[src/rtl/seq101_pkg.sv]
// Shared definitions for the "101" pattern transmitter and its detector bench.
package seq101_pkg;

  // Transmitter frame states: waiting, shifting data bits, emitting gap zeros
  typedef enum logic [1:0] {
    S_IDLE  = 2'd0,
    S_SHIFT = 2'd1,
    S_GAP   = 2'd2
  } state_t;

  // The serial pattern being counted; the detector bench uses the same constant
  localparam logic [2:0] MATCH_PATTERN = 3'b101;

endpackage

[src/rtl/seq101_tracker.sv]
// Watches the emitted serial stream and counts overlapping "101" occurrences.
// History persists across frames and idle time so matches may straddle frames.
module seq101_tracker
  import seq101_pkg::*;
#(
  parameter int CNT_W = 16
) (
  input  logic             clk,
  input  logic             rst,
  input  logic             bit_valid,
  input  logic             x_out,
  output logic             match_pulse,
  output logic [CNT_W-1:0] match_cnt
);

  logic [1:0] hist;

  // Mealy match: the two previous stream bits plus the current bit form the pattern
  assign match_pulse = bit_valid
                    && (hist == MATCH_PATTERN[2:1])
                    && (x_out == MATCH_PATTERN[0]);

  // Shift history only on real stream bits; count matches, saturating at all-ones
  always_ff @(posedge clk or posedge rst) begin
    if (rst) begin
      hist      <= 2'b00;
      match_cnt <= '0;
    end else begin
      if (bit_valid) begin
        hist <= {hist[0], x_out};
      end
      if (match_pulse && (match_cnt != '1)) begin
        match_cnt <= match_cnt + 1'b1;
      end
    end
  end

endmodule

[src/rtl/seq101_pattern_tx.sv]
// Serial pattern transmitter: accepts parallel words on a valid/ready handshake,
// shifts each out MSB-first, then appends GAP zero bits. A word accepted on the
// final bit of a frame follows with no idle cycle in between.
module seq101_pattern_tx
  import seq101_pkg::*;
#(
  parameter int WIDTH = 8,
  parameter int GAP   = 1,
  parameter int CNT_W = 16
) (
  input  logic             clk,
  input  logic             rst,
  input  logic [WIDTH-1:0] data_in,
  input  logic             load,
  output logic             ready,
  output logic             x_out,
  output logic             bit_valid,
  output logic             busy,
  output logic             done,
  output logic             match_pulse,
  output logic [CNT_W-1:0] match_cnt
);

  // One down-counter serves both data and gap phases, sized for the longer one
  localparam int CNT_MAX = (WIDTH > GAP) ? WIDTH : GAP;
  localparam int CW      = $clog2(CNT_MAX + 1);

  state_t           state;
  logic [WIDTH-1:0] shreg;
  logic [CW-1:0]    cnt;
  logic             last;
  logic             accept;

  // Final bit of a frame: end of gap, or end of data when there is no gap
  assign last = (cnt == '0)
             && ((state == S_GAP) || ((state == S_SHIFT) && (GAP == 0)));

  // All stream outputs decode from registered state only, never from load
  assign ready     = (state == S_IDLE) || last;
  assign accept    = load && ready;
  assign x_out     = (state == S_SHIFT) && shreg[WIDTH-1];
  assign bit_valid = (state != S_IDLE);
  assign busy      = (state != S_IDLE);
  assign done      = last;

  // Frame sequencer: load a word, shift data bits, count gap bits, chain next word
  always_ff @(posedge clk or posedge rst) begin
    if (rst) begin
      state <= S_IDLE;
      shreg <= '0;
      cnt   <= '0;
    end else begin
      case (state)
        S_IDLE: begin
          if (accept) begin
            state <= S_SHIFT;
            shreg <= data_in;
            cnt   <= CW'(WIDTH - 1);
          end
        end
        S_SHIFT: begin
          if (cnt != '0) begin
            cnt   <= cnt - 1'b1;
            shreg <= {shreg[WIDTH-2:0], 1'b0};
          end else if (GAP != 0) begin
            state <= S_GAP;
            cnt   <= CW'(GAP - 1);
            shreg <= '0;
          end else if (accept) begin
            shreg <= data_in;
            cnt   <= CW'(WIDTH - 1);
          end else begin
            state <= S_IDLE;
          end
        end
        S_GAP: begin
          if (cnt != '0) begin
            cnt <= cnt - 1'b1;
          end else if (accept) begin
            state <= S_SHIFT;
            shreg <= data_in;
            cnt   <= CW'(WIDTH - 1);
          end else begin
            state <= S_IDLE;
          end
        end
        default: begin
          state <= S_IDLE;
        end
      endcase
    end
  end

  // Stream history and match counting
  seq101_tracker #(
    .CNT_W(CNT_W)
  ) u_tracker (
    .clk        (clk),
    .rst        (rst),
    .bit_valid  (bit_valid),
    .x_out      (x_out),
    .match_pulse(match_pulse),
    .match_cnt  (match_cnt)
  );

endmodule

[config.mk]
export PLATFORM = sky130hd
export DESIGN_NAME = seq101_pattern_tx
export DESIGN_NICKNAME = d
export VERILOG_FILES = /design/src/rtl/seq101_pkg.sv /design/src/rtl/seq101_tracker.sv /design/src/rtl/seq101_pattern_tx.sv
export SDC_FILE = /design/constraint.sdc
export NUM_CORES = 1
export LEC_CHECK = 0
export CAP_MARGIN = 15
export CELL_PAD_IN_SITES_DETAIL_PLACEMENT = 0
export CELL_PAD_IN_SITES_GLOBAL_PLACEMENT = 2
export CORE_AREA = 5 5 113 62
export DETAILED_ROUTE_END_ITERATION = 8
export DIE_AREA = 0 0 118 67
export GPL_TIMING_DRIVEN = 0
export PLACE_DENSITY_LB_ADDON = 0.1
export SLEW_MARGIN = 0
export SYNTH_ARGS = -nofsm -noshare
export SYNTH_HDL_FRONTEND = slang
export SYNTH_HIERARCHICAL = 1
export SYNTH_SLANG_ARGS = --single-unit
[constraint.sdc]
create_clock -name clk -period 2.8 [get_ports clk]
set_input_delay 0.42 -clock clk [delete_from_list [all_inputs] [get_ports clk]]
set_output_delay 0.42 -clock clk [all_outputs]
set_load 0.05 [all_outputs]
==> PnR_summary.wiki <==
{| class="wikitable"
! Metric !! Value
|-
| Status || finished clean
|-
| Final setup fails || 0
|-
| Standard-cell rows || 20
|-
| Final routed wirelength across all metal layers || 4400 um
|-
| Initial antenna violation count || 0
|-
| Maximum number of pins on one net before global-route repair || 22
|-
| Number of remaining DRC errors || 0
|-
| Buffers and inverters on the worst path || 2
|-
| ANT cells || 0
|-
| Clk slew on worst S/H paths || 0.05 ns
|-
| Type of destination of the critical path || output port
|-
| Leak Pwr || 1.07 nW
|-
| Arrival time of the worst setup path || 2.27 ns
|-
| #FFs+latches synth || 32
|-
| Commonest non-fill, non-tap cell in the layout || dfrtp_1
|-
| Tightest slew margin relative to the limit || 0.520
|-
| Io pins || 33
|-
| Max Freq || 372 MHz
|-
| Clock tree from TritonCTS || done
|-
| Share of flip-flops with an asynchronous set or reset || 1.00
|-
| Hold Violations, Final || 0
|-
| Number of enable flip-flop cells after synthesis || 0
|-
| Core Region || 5860 um2
|-
| Maximum level of the CTS H-tree || 2
|-
| Post-detail-place hpwl || 3410 um
|-
| Cell Pwr Density || 899 nW/um2
|-
| Number of gates resized after cts || 5
|-
| Avg Synthesized Cell Area || 10.0 um2
|-
| Source-to-sink clock delay at the later pin of the worst-skew pair || 0.27 ns
|-
| Total via count after detailed routing || 1,467
|-
| Worst Clk Skew || 0.00246 ns
|-
| Yosys warnings || 6
|-
| Synthesized instance count || 186
|-
| Root buffer cell || clkbuf_16
|-
| Data required time of the critical path || 2.38 ns
|-
| Post-Syn Nets || 204
|-
| Worst slew pin tran || 0.719 ns
|-
| Cell type of the slowest stage on the worst timing path || clkdlybuf4s50_1
|-
| Pins over their slew limit || 0
|-
| Clock period minus worst slack || 2.69 ns
|-
| Post-CTS setup repair buffer count || 0
|-
| Count of nets after finishing || 241
|-
| Vias in the first global route || 1,456
|-
| Signed area change from the synthesized netlist to the final layout || 29.7%
|-
| Category of cells accounting for the largest share of critical-path delay || buffers and inverters
|-
| Total congestion overflow || 0
|-
| Per-cell routed wire length || 14.7 um
|-
| Number of placed instances with taps included || 295
|-
| Netlist area before placement || 1860 um2
|-
| Full die area || 7910 um2
|-
| Largest stage delay, worst path || 0.80 ns
|-
| Cts bufs inserted || 5
|-
| Vertical die dimension || 67 um
|-
| Cell type contributing the most total cell area after synthesis || dfrtp_1
|-
| Starting density of the core || 0.318
|-
| Die Wd || 118 um
|-
| Most frequent cells in the layout || dfrtp_1, clkdlybuf4s50_1, nand2_1
|-
| Most used flip-flop cell after synthesis || dfrtp_1
|-
| Residual antenna-violating net count after detailed routing || 0
|-
| Ratio of cells with drive above 1 in the final layout || 0.152
|-
| Critical-path maximum fanout || 7
|-
| Post-Layout Cell Count || 300
|-
| Path class of the lowest-slack min-delay path || register to register
|-
| Total number of clock tree sinks || 32
|-
| Drt first pass iters || 4
|-
| Power consumption || 2.17 mW
|-
| Port-buffer cells || 32
|-
| Critical-path cell list || inv_1 > ha_1 > and4bb_4 > clkdlybuf4s50_1
|-
| Setup repair after global routing missed its margin || yes
|-
| Global-route wire length before repair || 7470 um
|-
| End-of-flow core utilization || 0.413
|-
| CP Class || register to output port
|-
| GRT Resource Usage Total || 0.121
|-
| Deepest clock path buffer count || 2
|-
| CTS Hold Buffers Added || 0
|-
| Maximum VDD drop || 332 uV
|-
| Sequential area share after synthesis || 0.430
|-
| Number of distinct library cells after synthesis || 52
|-
| Top cells by area in the synthesized netlist || dfrtp_1, ha_1, nand2_1
|-
| GP Congestion || 0.743
|-
| Fraction of synthesized cell area taken by the top area cell type || 0.430
|-
| Per-cell via count in the routed design || 4.89
|-
| Max-capacitance violation count || 0
|-
| Post-route clock period utilization || 0.959
|-
| Violation count after the first detailed-routing iteration || 62
|-
| Critical path startpoint category || register
|}
through the flow:
step	setup WS [ns]	area [um2]	TNS [ns]	hold slack, ns
CTS	0.00670	2410	0	0.489
global placement	-0.703	2280	-2.80	0.466
detailed placement	-0.723	2280	-3.03	0.477
finish	0.115	2420	0	0.484
global route	-0.0439	2420	-0.0439	0.518
floorplan	-0.00974	1870	-0.0126	0.309
cell type report:
class / instances / area (um2)
buffer: 4 / 31.3
sequential: 32 / 801
inverter: 12 / 45.0
clock inverter: 1 / 5.00
fill: 581 / 3440
timing repair buffer: 32 / 318
tap: 77 / 96.3
multi-input combinational: 136 / 993
clock buffer: 6 / 129
sequential cells by signal, summed over array words and instances, names as in the netlist:
| register | flops |
|---|---|
| u_tracker/match_cnt | 16 |
| shreg | 8 |
| cnt | 4 |
| state | 2 |
| u_tracker/hist | 2 |
final timing paths:
path	startpoint	endpoint	slack, ns	cells past startpoint
max	state[0]$_DFFE_PP0P_	done	0.11	4
max reg2reg	state[0]$_DFFE_PP0P_	u_tracker/match_cnt[11]$_DFFE_PP0P_	0.31	7
min in group asynchronous	rst	shreg[5]$_DFFE_PP0P_	0.53	2
min reg2reg	shreg[5]$_DFFE_PP0P_	shreg[5]$_DFFE_PP0P_	0.48	2
max in group asynchronous	rst	u_tracker/match_cnt[3]$_DFFE_PP0P_	1.74	2
min	shreg[5]$_DFFE_PP0P_	shreg[5]$_DFFE_PP0P_	0.48	2
where the power goes:
group / internal, mW / leakage [nW] / switching [mW]
Combinational: 0.404 / 0.579 / 0.589
Sequential: 0.577 / 0.426 / 0.103
Clock: 0.322 / 0.0667 / 0.179
metal layers:
| layer | vias up | wire (um) | global-route usage |
|---|---|---|---|
| met5 | - | 0 | 0 |
| met4 | 0 | 51 | 0.0429 |
| met3 | 4 | 278 | 0.0399 |
| met2 | 36 | 1560 | 0.149 |
| met1 | 689 | 2510 | 0.187 |
| li1 | 738 | - | - |
worst register-to-register path, cell delays in order, from the launching register on:
cell      delay [ns]
dfrtp_1         0.50
inv_1           0.11
ha_1            0.25
inv_1           0.23
nand4b_2        0.30
nor4_2          0.49
nand4_1         0.16
mux2_1          0.33
kinds of logic (layout without fill, tap and decap cells):
logic type | Yosys count | count (layout) | share of synthesized area
mux | 7 | 7 | 0.0416
simple gates | 70 | 70 | 0.246
compound gates | 42 | 42 | 0.144
xor+xnor | 10 | 10 | 0.0470
fa+ha+maj | 7 | 7 | 0.0470
flops | 32 | 32 | 0.430
buf+inv | 18 | 55 | 0.0450
synthesized netlist by cell type, types with 3 or more instances:
cell      count
nand2_1      18
ha_1          7
a21oi_1       7
nor2_1        9
nand3_1       5
nor2b_1       8
xnor2_1       3
a31oi_1       7
dfrtp_1      32
o21ai_1      12
o22ai_1       3
nand4_1       3
o21a_1        3
nand2b_1      3
inv_1        12
xor2_1        7
mux2_1        4
(Power assumes the default switching activity.)
